`src/rtl/serial_to_parallel_gate_loader_if.sv`:
```
// Serial-beat input and parallel word-pair output bundle for serial_to_parallel_gate_loader.
// The slave modport is the deserializer's view and the master modport is the producer/consumer view.
interface serial_to_parallel_gate_loader_if #(
    parameter int unsigned S = 3
);
    logic              s_valid;
    logic              s_ready;
    logic              s_bit1;
    logic              s_bit2;
    logic              m_valid;
    logic              m_ready;
    logic [2**S-1:0]   m_in1;
    logic [2**S-1:0]   m_in2;
    logic [S:0]        fill_cnt;

    modport master (
        output s_valid, s_bit1, s_bit2, m_ready,
        input  s_ready, m_valid, m_in1, m_in2, fill_cnt
    );

    modport slave (
        input  s_valid, s_bit1, s_bit2, m_ready,
        output s_ready, m_valid, m_in1, m_in2, fill_cnt
    );
endinterface

```
`src/rtl/serial_to_parallel_gate_loader.sv`:
```
// Bit-serial deserializer: assembles two W-bit operand words LSB-first and presents them
// on a valid/ready port, with one pending word slot so the serial side rarely stalls.
module serial_to_parallel_gate_loader #(
    parameter int unsigned S = 3
) (
    input  logic                               clk,
    input  logic                               rst,
    serial_to_parallel_gate_loader_if.slave    bus
);
    localparam int unsigned W = 2**S;
    localparam logic [S:0]  CNT_LAST = (S+1)'(W - 1);

    typedef enum logic {
        FILL,
        PEND
    } state_t;

    state_t         r_state;
    state_t         w_state_nxt;
    logic [W-1:0]   r_asm1;
    logic [W-1:0]   r_asm2;
    logic [S:0]     r_cnt;
    logic [W-1:0]   r_m_in1;
    logic [W-1:0]   r_m_in2;
    logic           r_m_valid;

    logic           w_s_ready;
    logic           w_accept;
    logic           w_last;
    logic           w_load_new;
    logic           w_load_asm;
    logic [W-1:0]   w_word1;
    logic [W-1:0]   w_word2;

    // Assembly registers with the incoming beat merged at the current index.
    always_comb begin
        w_word1 = r_asm1;
        w_word2 = r_asm2;
        for (int unsigned k = 0; k < W; k++) begin
            if (r_cnt == (S+1)'(k)) begin
                w_word1[k] = bus.s_bit1;
                w_word2[k] = bus.s_bit2;
            end
        end
    end

    always_ff @(posedge clk) begin
        if (rst) begin
            r_state <= FILL;
        end else begin
            r_state <= w_state_nxt;
        end
    end

    always_comb begin
        w_state_nxt = r_state;
        w_s_ready   = 1'b0;
        w_load_new  = 1'b0;
        w_load_asm  = 1'b0;
        w_accept    = 1'b0;
        w_last      = (r_cnt == CNT_LAST);
        case (r_state)
            FILL: begin
                w_s_ready = !rst;
                w_accept  = bus.s_valid && w_s_ready;
                if (w_accept && w_last) begin
                    if (!r_m_valid || bus.m_ready) begin
                        w_load_new = 1'b1;
                    end else begin
                        w_state_nxt = PEND;
                    end
                end
            end
            PEND: begin
                if (bus.m_ready) begin
                    w_load_asm  = 1'b1;
                    w_state_nxt = FILL;
                end
            end
            default: w_state_nxt = FILL;
        endcase
    end

    always_ff @(posedge clk) begin
        if (rst) begin
            r_asm1    <= '0;
            r_asm2    <= '0;
            r_cnt     <= '0;
            r_m_in1   <= '0;
            r_m_in2   <= '0;
            r_m_valid <= 1'b0;
        end else begin
            if (w_accept) begin
                r_asm1 <= w_word1;
                r_asm2 <= w_word2;
                r_cnt  <= w_last ? '0 : r_cnt + (S+1)'(1);
            end
            // A fresh load always wins over the drain so a same-edge handshake leaves no bubble.
            if (w_load_new) begin
                r_m_in1   <= w_word1;
                r_m_in2   <= w_word2;
                r_m_valid <= 1'b1;
            end else if (w_load_asm) begin
                r_m_in1   <= r_asm1;
                r_m_in2   <= r_asm2;
                r_m_valid <= 1'b1;
            end else if (r_m_valid && bus.m_ready) begin
                r_m_valid <= 1'b0;
            end
        end
    end

    assign bus.s_ready  = w_s_ready;
    assign bus.m_valid  = r_m_valid;
    assign bus.m_in1    = r_m_in1;
    assign bus.m_in2    = r_m_in2;
    assign bus.fill_cnt = r_cnt;
endmodule

```
`src/flat_wrapper.sv`:
```
// flat-port wrapper written by rule: the top's interface ports become plain ports
module serial_to_parallel_gate_loader_flat 
#(
    parameter int unsigned S = 3
)
  (clk, rst, bus_s_valid, bus_s_bit1, bus_s_bit2, bus_m_ready, bus_s_ready, bus_m_valid, bus_m_in1, bus_m_in2, bus_fill_cnt);
  serial_to_parallel_gate_loader_if #(.S(S)) bus_i ();
  input  logic clk;
  input  logic rst;
  input wire logic [$bits(bus_i.s_valid)-1:0] bus_s_valid;
  input wire logic [$bits(bus_i.s_bit1)-1:0] bus_s_bit1;
  input wire logic [$bits(bus_i.s_bit2)-1:0] bus_s_bit2;
  input wire logic [$bits(bus_i.m_ready)-1:0] bus_m_ready;
  output wire logic [$bits(bus_i.s_ready)-1:0] bus_s_ready;
  output wire logic [$bits(bus_i.m_valid)-1:0] bus_m_valid;
  output wire logic [$bits(bus_i.m_in1)-1:0] bus_m_in1;
  output wire logic [$bits(bus_i.m_in2)-1:0] bus_m_in2;
  output wire logic [$bits(bus_i.fill_cnt)-1:0] bus_fill_cnt;
  assign bus_i.s_valid = bus_s_valid;
  assign bus_i.s_bit1 = bus_s_bit1;
  assign bus_i.s_bit2 = bus_s_bit2;
  assign bus_i.m_ready = bus_m_ready;
  assign bus_s_ready = bus_i.s_ready;
  assign bus_m_valid = bus_i.m_valid;
  assign bus_m_in1 = bus_i.m_in1;
  assign bus_m_in2 = bus_i.m_in2;
  assign bus_fill_cnt = bus_i.fill_cnt;
  serial_to_parallel_gate_loader #(.S(S)) u_core (.clk(clk), .rst(rst), .bus(bus_i));
endmodule
```
`config.mk`:
```
export PLATFORM = sky130hd
export DESIGN_NAME = serial_to_parallel_gate_loader_flat
export DESIGN_NICKNAME = d
export VERILOG_FILES = /design/src/rtl/serial_to_parallel_gate_loader_if.sv /design/src/rtl/serial_to_parallel_gate_loader.sv /design/src/flat_wrapper.sv
export SDC_FILE = /design/constraint.sdc
export NUM_CORES = 1
export LEC_CHECK = 0
export CAP_MARGIN = 10
export CORE_MARGIN = 5
export CORE_UTILIZATION = 53
export CTS_CLUSTER_DIAMETER = 30
export DETAILED_ROUTE_END_ITERATION = 8
export PLACE_DENSITY_LB_ADDON = 0.1
export SLEW_MARGIN = 20
export SYNTH_ARGS = -nofsm -noshare
export SYNTH_HDL_FRONTEND = slang
export SYNTH_SLANG_ARGS = --single-unit
```
`constraint.sdc`:
```
create_clock -name clk -period 2.15 [get_ports clk]
set_clock_uncertainty 0.1 [all_clocks]
set_input_delay 0.645 -clock clk [delete_from_list [all_inputs] [get_ports clk]]
set_output_delay 0.645 -clock clk [all_outputs]
set_load 0.02 [all_outputs]
```
* Yosys cells after proc, flatten, opt, wreduce, memory -nomap -nowiden
Cells that the tools add are included.
Storage, ports and cells: register bits 38, output and inout port bits 22, word-level logic and storage cells 60
Operators by class: $add $sub $neg 1, equal/unequal tests 7, mux-type cells 35, bitwise operators 1, reductions and logical operators 9
Operators with widths (number):
- 8-bit two-way mux | 4
- 1-bit two-way mux | 29
- 4-bit by 3-bit equality test with 1-bit output (second input constant) | 4
- 4-bit by 2-bit equality test with 1-bit output (second input constant) | 2
- 4-bit by 1-bit adder with 4-bit output (second input constant) | 1
- 4-bit by 1-bit equality test with 1-bit output (second input constant) | 1
- 4-bit zero test | 1
- 4-bit two-way mux | 1
- 1-bit logical AND | 3
- 3-bit nonzero test | 1
- 1-bit zero test | 2
- 1-bit one-hot mux with 2 select lines | 1
- 2-bit nonzero test | 1
- 1-bit logical OR | 1
- 1-bit NOT | 1

* Depth between registers and ports, before layout
Gate-level depths: netlist (run 1).
depth after elaboration 6, gate-level depth with buffers 6, depth with buffers taken out 6

* Least setup slack after synthesis (run 1)
OpenSTA, ideal clock, no wires.
kind input to register, start in rst, end reg u_core.r_asm1[5], setup time 0.129 ns, data arrival time 1.545 ns, data required time 1.921 ns, setup slack 0.376 ns, stages 5, path through nor2_1 nand2_1 clkbuf_1 nand3b_1 o21ai_0
On the way: word-level cells in the longest chain between the ends 3
Ends and longest elaborated chain:
- start: declaration | line flat_wrapper.sv:9 | input logic rst;
- 1-bit zero test | line serial_to_parallel_gate_loader.sv:64 | w_s_ready = !rst;
- 1-bit logical AND | line serial_to_parallel_gate_loader.sv:65 | w_accept = bus.s_valid && w_s_ready;
- 1-bit two-way mux | line serial_to_parallel_gate_loader.sv:62 | case (r_state)
- end signal: assignment | line serial_to_parallel_gate_loader.sv:94 | r_asm1 <= w_word1;
- end: declaration | line serial_to_parallel_gate_loader.sv:20 | logic [W-1:0] r_asm1;
Several ways; a longest one is shown, not always the timed one. A chain may end at the register's enable or synchronous reset.

* Final worst setup path (run 1)
start in rst, end out bus_s_ready
On the way: word-level cells in the longest chain between the ends 2
Ends and longest elaborated chain:
- 1-bit zero test | line serial_to_parallel_gate_loader.sv:64
- 1-bit two-way mux | line serial_to_parallel_gate_loader.sv:62
- end: declaration | line flat_wrapper.sv:14 | output wire logic [$bits(bus_i.s_ready)-1:0] bus_s_ready;
Every way passes these cells.

==> results of run 1 <==
==> metal layers <==
layer	share of wire	vias to the layer above	routed length, um
met2	0.49	53	2230
met4	0.023	0	106
met1	0.43	794	1970
met5	0	-	0
li1	-	795	-
met3	0.054	10	248
==> worst max-delay path by stage <==
stage	to	start	slack [ps]	cells past startpoint
after floorplan	u_core.r_asm1[5]$_SDFFE_PP0P_	rst	380	5
after global placement	bus_s_ready	rst	-430	3
after detailed placement	bus_s_ready	rst	-440	3
after CTS	bus_s_ready	rst	0.5	3
after global routing	bus_s_ready	rst	0.2	3
final	bus_s_ready	rst	30	3
==> Yosys cell counts (all sizes together) <==
| cell type | instances |
|---|---|
| o31ai | 1 |
| inv | 2 |
| mux2 | 3 |
| a31oi | 1 |
| nand4 | 1 |
| nand3 | 17 |
| and2 | 1 |
| nor2 | 5 |
| a21oi | 16 |
| a32oi | 2 |
| nor3 | 3 |
| xnor2 | 2 |
| and3 | 1 |
| and4bb | 1 |
| buf | 10 |
| dfxtp | 38 |
| ha | 4 |
| nor3b | 5 |
| a31o | 11 |
| mux2i | 11 |
| and2b | 1 |
| clkbuf | 7 |
| a311oi | 3 |
| nand3b | 17 |
| o21ai | 11 |
| nand2b | 1 |
| nand2 | 28 |
| xor2 | 1 |
==> state kept, by name, summed over array words and instances (netlist names) <==
| name | flops |
|---|---|
| u_core.bus.fill_cnt | 4 |
| u_core.bus.m_in1 | 8 |
| u_core.bus.m_in2 | 8 |
| u_core.bus.m_valid | 1 |
| u_core.r_asm1 | 8 |
| u_core.r_asm2 | 8 |
| u_core.r_state | 1 |
==> power by group through the flow <==
stage               logic (W)  registers, W  clock network, W
floorplan           0.0000734      0.000744                 0
global placement     0.000121      0.000741                 0
detailed placement   0.000125      0.000743                 0
CTS                  0.000122      0.000727          0.000653
global route         0.000134      0.000730          0.000687
finish               0.000124      0.000727          0.000646
==> cell type report <==
type	instances	area, um2
clock buffers	6	51.3
clock inverters	2	60.1
repair buffers	43	412
fillers	289	1000
inverters	2	7.51
flip-flops and latches	38	762
well taps	46	57.6
multi-input cells	147	983
==> timing repair <==
item / CTS / global route
gates cloned: 0 / 0
gates resized for setup: 8 / 3
hold endpoints to repair: 0 / 0
endpoints found under the setup margin: 4 / 2
==> cells by family (layout without fill, tap and decap cells) <==
family,count (synthesis),in the layout,share of synthesized area
fa+ha+maj,4,4,0.0272
buf+inv,19,53,0.0524
mux,14,14,0.0783
simple gates,81,81,0.253
flops,38,38,0.414
compound gates,45,45,0.161
xor+xnor,3,3,0.0143
==> cells in the final DEF (no fill, tap or decap), types with 4 or more instances in the layout <==
cell type	count
dfxtp_1	37
nand2_1	27
o21ai_0	11
a31o_2	9
nand3b_1	17
nor2_1	4
clkbuf_4	5
a21oi_1	14
buf_4	15
mux2i_1	11
nand3_1	16
ha_1	4
nor3b_1	4
clkdlybuf4s50_1	22
==> stage by stage <==
stage,util,setup TNS (ps),power [W],instances,setup WS [ps]
after floorplan,-,0,0.000818,204,376
after global placement,0.666,-2970,0.000863,276,-427
after detailed placement,0.666,-3860,0.000867,276,-438
after CTS,0.697,0,0.00150,284,0.526
after global routing,0.699,0,0.00155,284,0.214
final,0.699,0,0.00150,284,30.9
==> critical path, stage by stage <==
cell and delay (ps):
clkdlybuf4s50_1 430, nor2_2 140, buf_4 150
==> qor.csv, run 1 <==
stage,metric,value,unit
status,status,completed,
grt,met1 Resource Use GR,0.264,
placement,Post-DP Area,0.00222,mm2
routing,Final ANT Viol Nets,0,
logic_synthesis,Synth area leaders,"dfxtp_1, nand3b_1, mux2i_1",
critical_path,Worst Path Arrival,1370,ps
floorplanning,die height,68.9,um
critical_path,Crit Path Class,input pin to output pin,
routing,final wirelength,4560,um
power,Pwr Density,641,mW/mm2
timing,actual slew at the worst max-slew pin,560,ps
timing,Rel. slew slack,0.626,
layout,fin nets,247,
power,sw frac,0.223,
routing,vias post-DR,1652,
critical_path,CP required,1400,ps
floorplanning,core area,0.00334,mm2
grt,first-pass GRT wire length,7690,um
logic_synthesis,Mean Syn Cell Area,9.01,um2
timing,FMAX,472,MHz
floorplanning,Die Width,68.9,um
job,max_cap viols,0,
grt,vias in the first global route,1657,
cts,clock sinks,38,
power,Worst IR Drop VDD,0.515,mV
placement,hpwl dp,3130,um
power,Clk pwr share,0.432,
floorplanning,Initial Util,0.551,
critical_path,FF-to-FF End,u_core.r_state$_SDFF_PP0_,
layout,layout cells sized above 1,0.197,
floorplanning,die area,0.00475,mm2
critical_path,FF-to-FF setup slack,370,ps
logic_synthesis,yosys warns,0,
layout,final instance area,0.00233,mm2
logic_synthesis,Mapped Area,0.00184,mm2
cts,CTS Root Buffer Type,clkbuf_4,
cts,Clock transition at path regs,110,ps
logic_synthesis,post-synthesis register bit count,38,
power,register share of total power,0.486,
routing,Routed WL per cell,16.0,um
logic_synthesis,sequential area share after synthesis,0.414,
worst_hold_path,Hold Path Class,flop to flop,
grt,largest net degree at the start of global routing,40,
routing,Via density,5.82,
timing,Hold Fails Final Rpt,0,
placement,GP Congestion,0.822,
worst_hold_path,hold endpoint,u_core.r_asm2[7]$_SDFFE_PP0P_,
critical_path,CP startpoint kind,input pin,
power,Psw,0.000333,W
layout,ANT cells,0,
grt,met3 Usage GRT,0.0421,
grt,grt met2 use,0.373,
floorplanning,Rows,21,
critical_path,worst-path maximum fanout,2,
grt,GRT Max-Usage Layer,met2,
timing,WHS,381,ps
cts,clock tree buffer depth,2,
logic_synthesis,synth unique cells,37,
routing,# DRC,0,
timing,Final Max Tran Viols,0,
placement,PortBufs,27,
floorplanning,io pins,28,
power,Leakage,0.873,nW
layout,Area growth syn-to-layout,27.0,%
routing,Initial DRC Count,151,
timing,Tcrit/Tclk final,0.986,
grt,overall routing resource usage,0.222,
worst_hold_path,hold wc startpoint,u_core.r_asm2[7]$_SDFFE_PP0P_,
timing,Setup-failing EPs final,0,
critical_path,worst reg2reg startpoint,u_core.r_state$_SDFF_PP0_,
cts,Post-CTS Setup Repair Bufs,0,
cts,# hold bufs at CTS,0,
critical_path,R2R cell count,5,
critical_path,CP Capture Type,output pin,
logic_synthesis,Post-Syn Instances,204,
power,Internal,0.00116,W
cts,CTS tree,yes,
logic_synthesis,fraction of post-synthesis cell area in the top cell type by area,0.414,
cts,htree depth,2,
logic_synthesis,Syn Nets,214,
cts,Clock Latency Late Sink,370,ps
logic_synthesis,Synth area leader,dfxtp_1,
grt,gr ovfl total,0,
routing,DRT Pass-1 Iters,4,
timing,Final Critical Period,2120,ps
grt,initial antenna violation count,0,
cts,CTS buffer count,5,
worst_hold_path,Hold Path Cell Cnt,2,
timing,RSZ-0062 raised after global routing,false,
power,Comb power frac,0.083,
Power figures use the tool's default switching activity.
==> run 2, diff against run 1 <==
--- a/config.mk
+++ b/config.mk
@@ -6,11 +6,12 @@
 export NUM_CORES = 1
 export LEC_CHECK = 0
 export CAP_MARGIN = 10
-export CORE_MARGIN = 5
+export CORE_MARGIN = 2
 export CORE_UTILIZATION = 53
 export CTS_CLUSTER_DIAMETER = 30
 export DETAILED_ROUTE_END_ITERATION = 8
-export PLACE_DENSITY_LB_ADDON = 0.1
+export PLACE_DENSITY = 0.79
+export SETUP_SLACK_MARGIN = 0.05
 export SLEW_MARGIN = 20
 export SYNTH_ARGS = -nofsm -noshare
 export SYNTH_HDL_FRONTEND = slang
==> qor.csv, run 2 (synthesis gave the netlist of run 1 again) <==
stage,metric,value,unit
status,status,completed,
floorplanning,io pins,28,
routing,Routed WL per cell,16.0,um
power,Internal,0.000928,W
power,Pwr Density,543,mW/mm2
cts,Clock transition at path regs,100,ps
routing,DRT Pass-1 Iters,4,
placement,PortBufs,27,
critical_path,worst-path maximum fanout,2,
layout,Fillers,292,
critical_path,Worst Path Arrival,1300,ps
floorplanning,Die Width,62.9,um
cts,clock sinks,38,
critical_path,CP required,1400,ps
job,max_cap viols,0,
critical_path,max incr delay on CP,610,ps
routing,Final ANT Viol Nets,0,
grt,overall routing resource usage,0.243,
critical_path,top cell family by delay on the critical path,buffers and inverters,
power,sw frac,0.247,
routing,vias post-DR,1670,
floorplanning,die height,62.9,um
critical_path,FF-to-FF setup slack,370,ps
timing,Rel. slew slack,0.633,
critical_path,worst-path cell chain,clkdlybuf4s50_1,
power,Worst IR Drop VDD,0.389,mV
layout,Area growth syn-to-layout,23.6,%
layout,fin nets,248,
layout,Finished Core Util,0.681,
worst_hold_path,Hold Path Class,flop to flop,
placement,dpl cells,277,
power,register share of total power,0.590,
routing,Via density,5.86,
power,Comb power frac,0.101,
floorplanning,die area,0.00396,mm2
placement,hpwl dp,3160,um
layout,layout cells sized above 1,0.197,
cts,CTS buffer count,5,
timing,Final Max Tran Viols,0,
critical_path,worst-path cell with the longest stage delay,clkdlybuf4s50_1,
layout,most frequent cells in the layout,"dfxtp_1, nand2_1, clkdlybuf4s50_1",
floorplanning,core area,0.00334,mm2
grt,initial antenna violation count,0,
floorplanning,Rows,21,
timing,WHS,375,ps
timing,Hold Fails Final Rpt,0,
cts,htree depth,2,
cts,Clock Latency Late Sink,350,ps
layout,Layout Cells excl Fill,285,
timing,Post-Route Setup TNS,0,ps
routing,Initial DRC Count,155,
cts,clock tree buffer depth,2,
cts,CTS Root Buffer Type,clkbuf_4,
power,Leakage,0.891,nW
grt,vias in the first global route,1617,
layout,ANT cells,0,
critical_path,CP startpoint kind,flop,
timing,RSZ-0062 raised after global routing,false,
critical_path,Crit Path Class,flop to output pin,
cts,CTS tree,yes,
timing,Setup-failing EPs final,0,
timing,actual slew at the worst max-slew pin,550,ps
timing,Final Critical Period,2040,ps
grt,first-pass GRT wire length,7650,um
timing,Tcrit/Tclk final,0.951,
grt,largest net degree at the start of global routing,40,
floorplanning,Initial Util,0.551,
routing,final wirelength,4560,um
placement,GP Congestion,0.774,
grt,gr ovfl total,0,
power,Clk pwr share,0.309,
power,Psw,0.000304,W
critical_path,CP bufs+invs,1,
timing,FMAX,489,MHz
layout,"most common cell after layout, fill and taps aside",dfxtp_1,
critical_path,CP Capture Type,output pin,
routing,# DRC,0,
cts,Post-CTS Setup Repair Bufs,0,
run 2: per-stage QoR:
| step | instance area [um2] | setup slack, ps | total power (W) |
|---|---|---|---|
| 4_1_cts | 2260 | 63.2 | 0.00124 |
| 5_1_grt | 2270 | 50.8 | 0.00129 |
| 3_3_place_gp | 2200 | -407 | 0.000861 |
| 2_1_floorplan | 1840 | 376 | 0.000818 |
| 6_report | 2270 | 105 | 0.00123 |
| 3_5_place_dp | 2200 | -462 | 0.000868 |
run 2: area by class of cell:
cell class,instances,area [um2],share of cell area
well taps,46,57.6,0.0253
clock buffers,7,55.1,0.0242
clock inverters,1,5.00,0.00220
inverters,2,7.51,0.00331
flip-flops and latches,38,762,0.336
multi-input cells,147,983,0.433
repair buffers,44,400,0.176
run 2: power by group through the flow:
| stage | combinational [W] | clock, W | sequential, W |
|---|---|---|---|
| 3_5_place_dp | 0.000125 | 0 | 0.000743 |
| 2_1_floorplan | 0.0000734 | 0 | 0.000744 |
| 3_3_place_gp | 0.000120 | 0 | 0.000742 |
| 4_1_cts | 0.000123 | 0.000391 | 0.000727 |
| 5_1_grt | 0.000134 | 0.000422 | 0.000729 |
| 6_report | 0.000125 | 0.000380 | 0.000727 |
run 2: what timing repair did:
| item | in CTS | in global routing |
|---|---|---|
| setup endpoints to repair | 5 | 3 |
| pin swaps | 1 | 0 |
| resized for setup | 13 | 3 |
| hold buffers | 0 | 0 |
run 2: final timing paths:
path | start | endpoint | depth (start not counted)
min reg2reg | u_core.r_asm1[7]$_SDFFE_PP0P_ | u_core.r_asm1[7]$_SDFFE_PP0P_ | 2
min | u_core.r_asm1[7]$_SDFFE_PP0P_ | u_core.r_asm1[7]$_SDFFE_PP0P_ | 2
max reg2reg | u_core.bus.fill_cnt[0]$_SDFFE_PP0P_ | u_core.bus.m_in1[3]$_SDFFE_PP0P_ | 5
max | u_core.bus.m_in2[7]$_SDFFE_PP0P_ | bus_m_in2[7] | 1
run 2: per-layer routing:
metal  wire, um  GRT usage  vias to the layer above  share of wire
li1           -          -                      799              -
met1       1940      0.298                      796           0.42
met2       2300      0.408                       69           0.50
met3        258     0.0541                        6          0.057
met4         65      0.100                        0          0.014
met5          0          0                        -              0
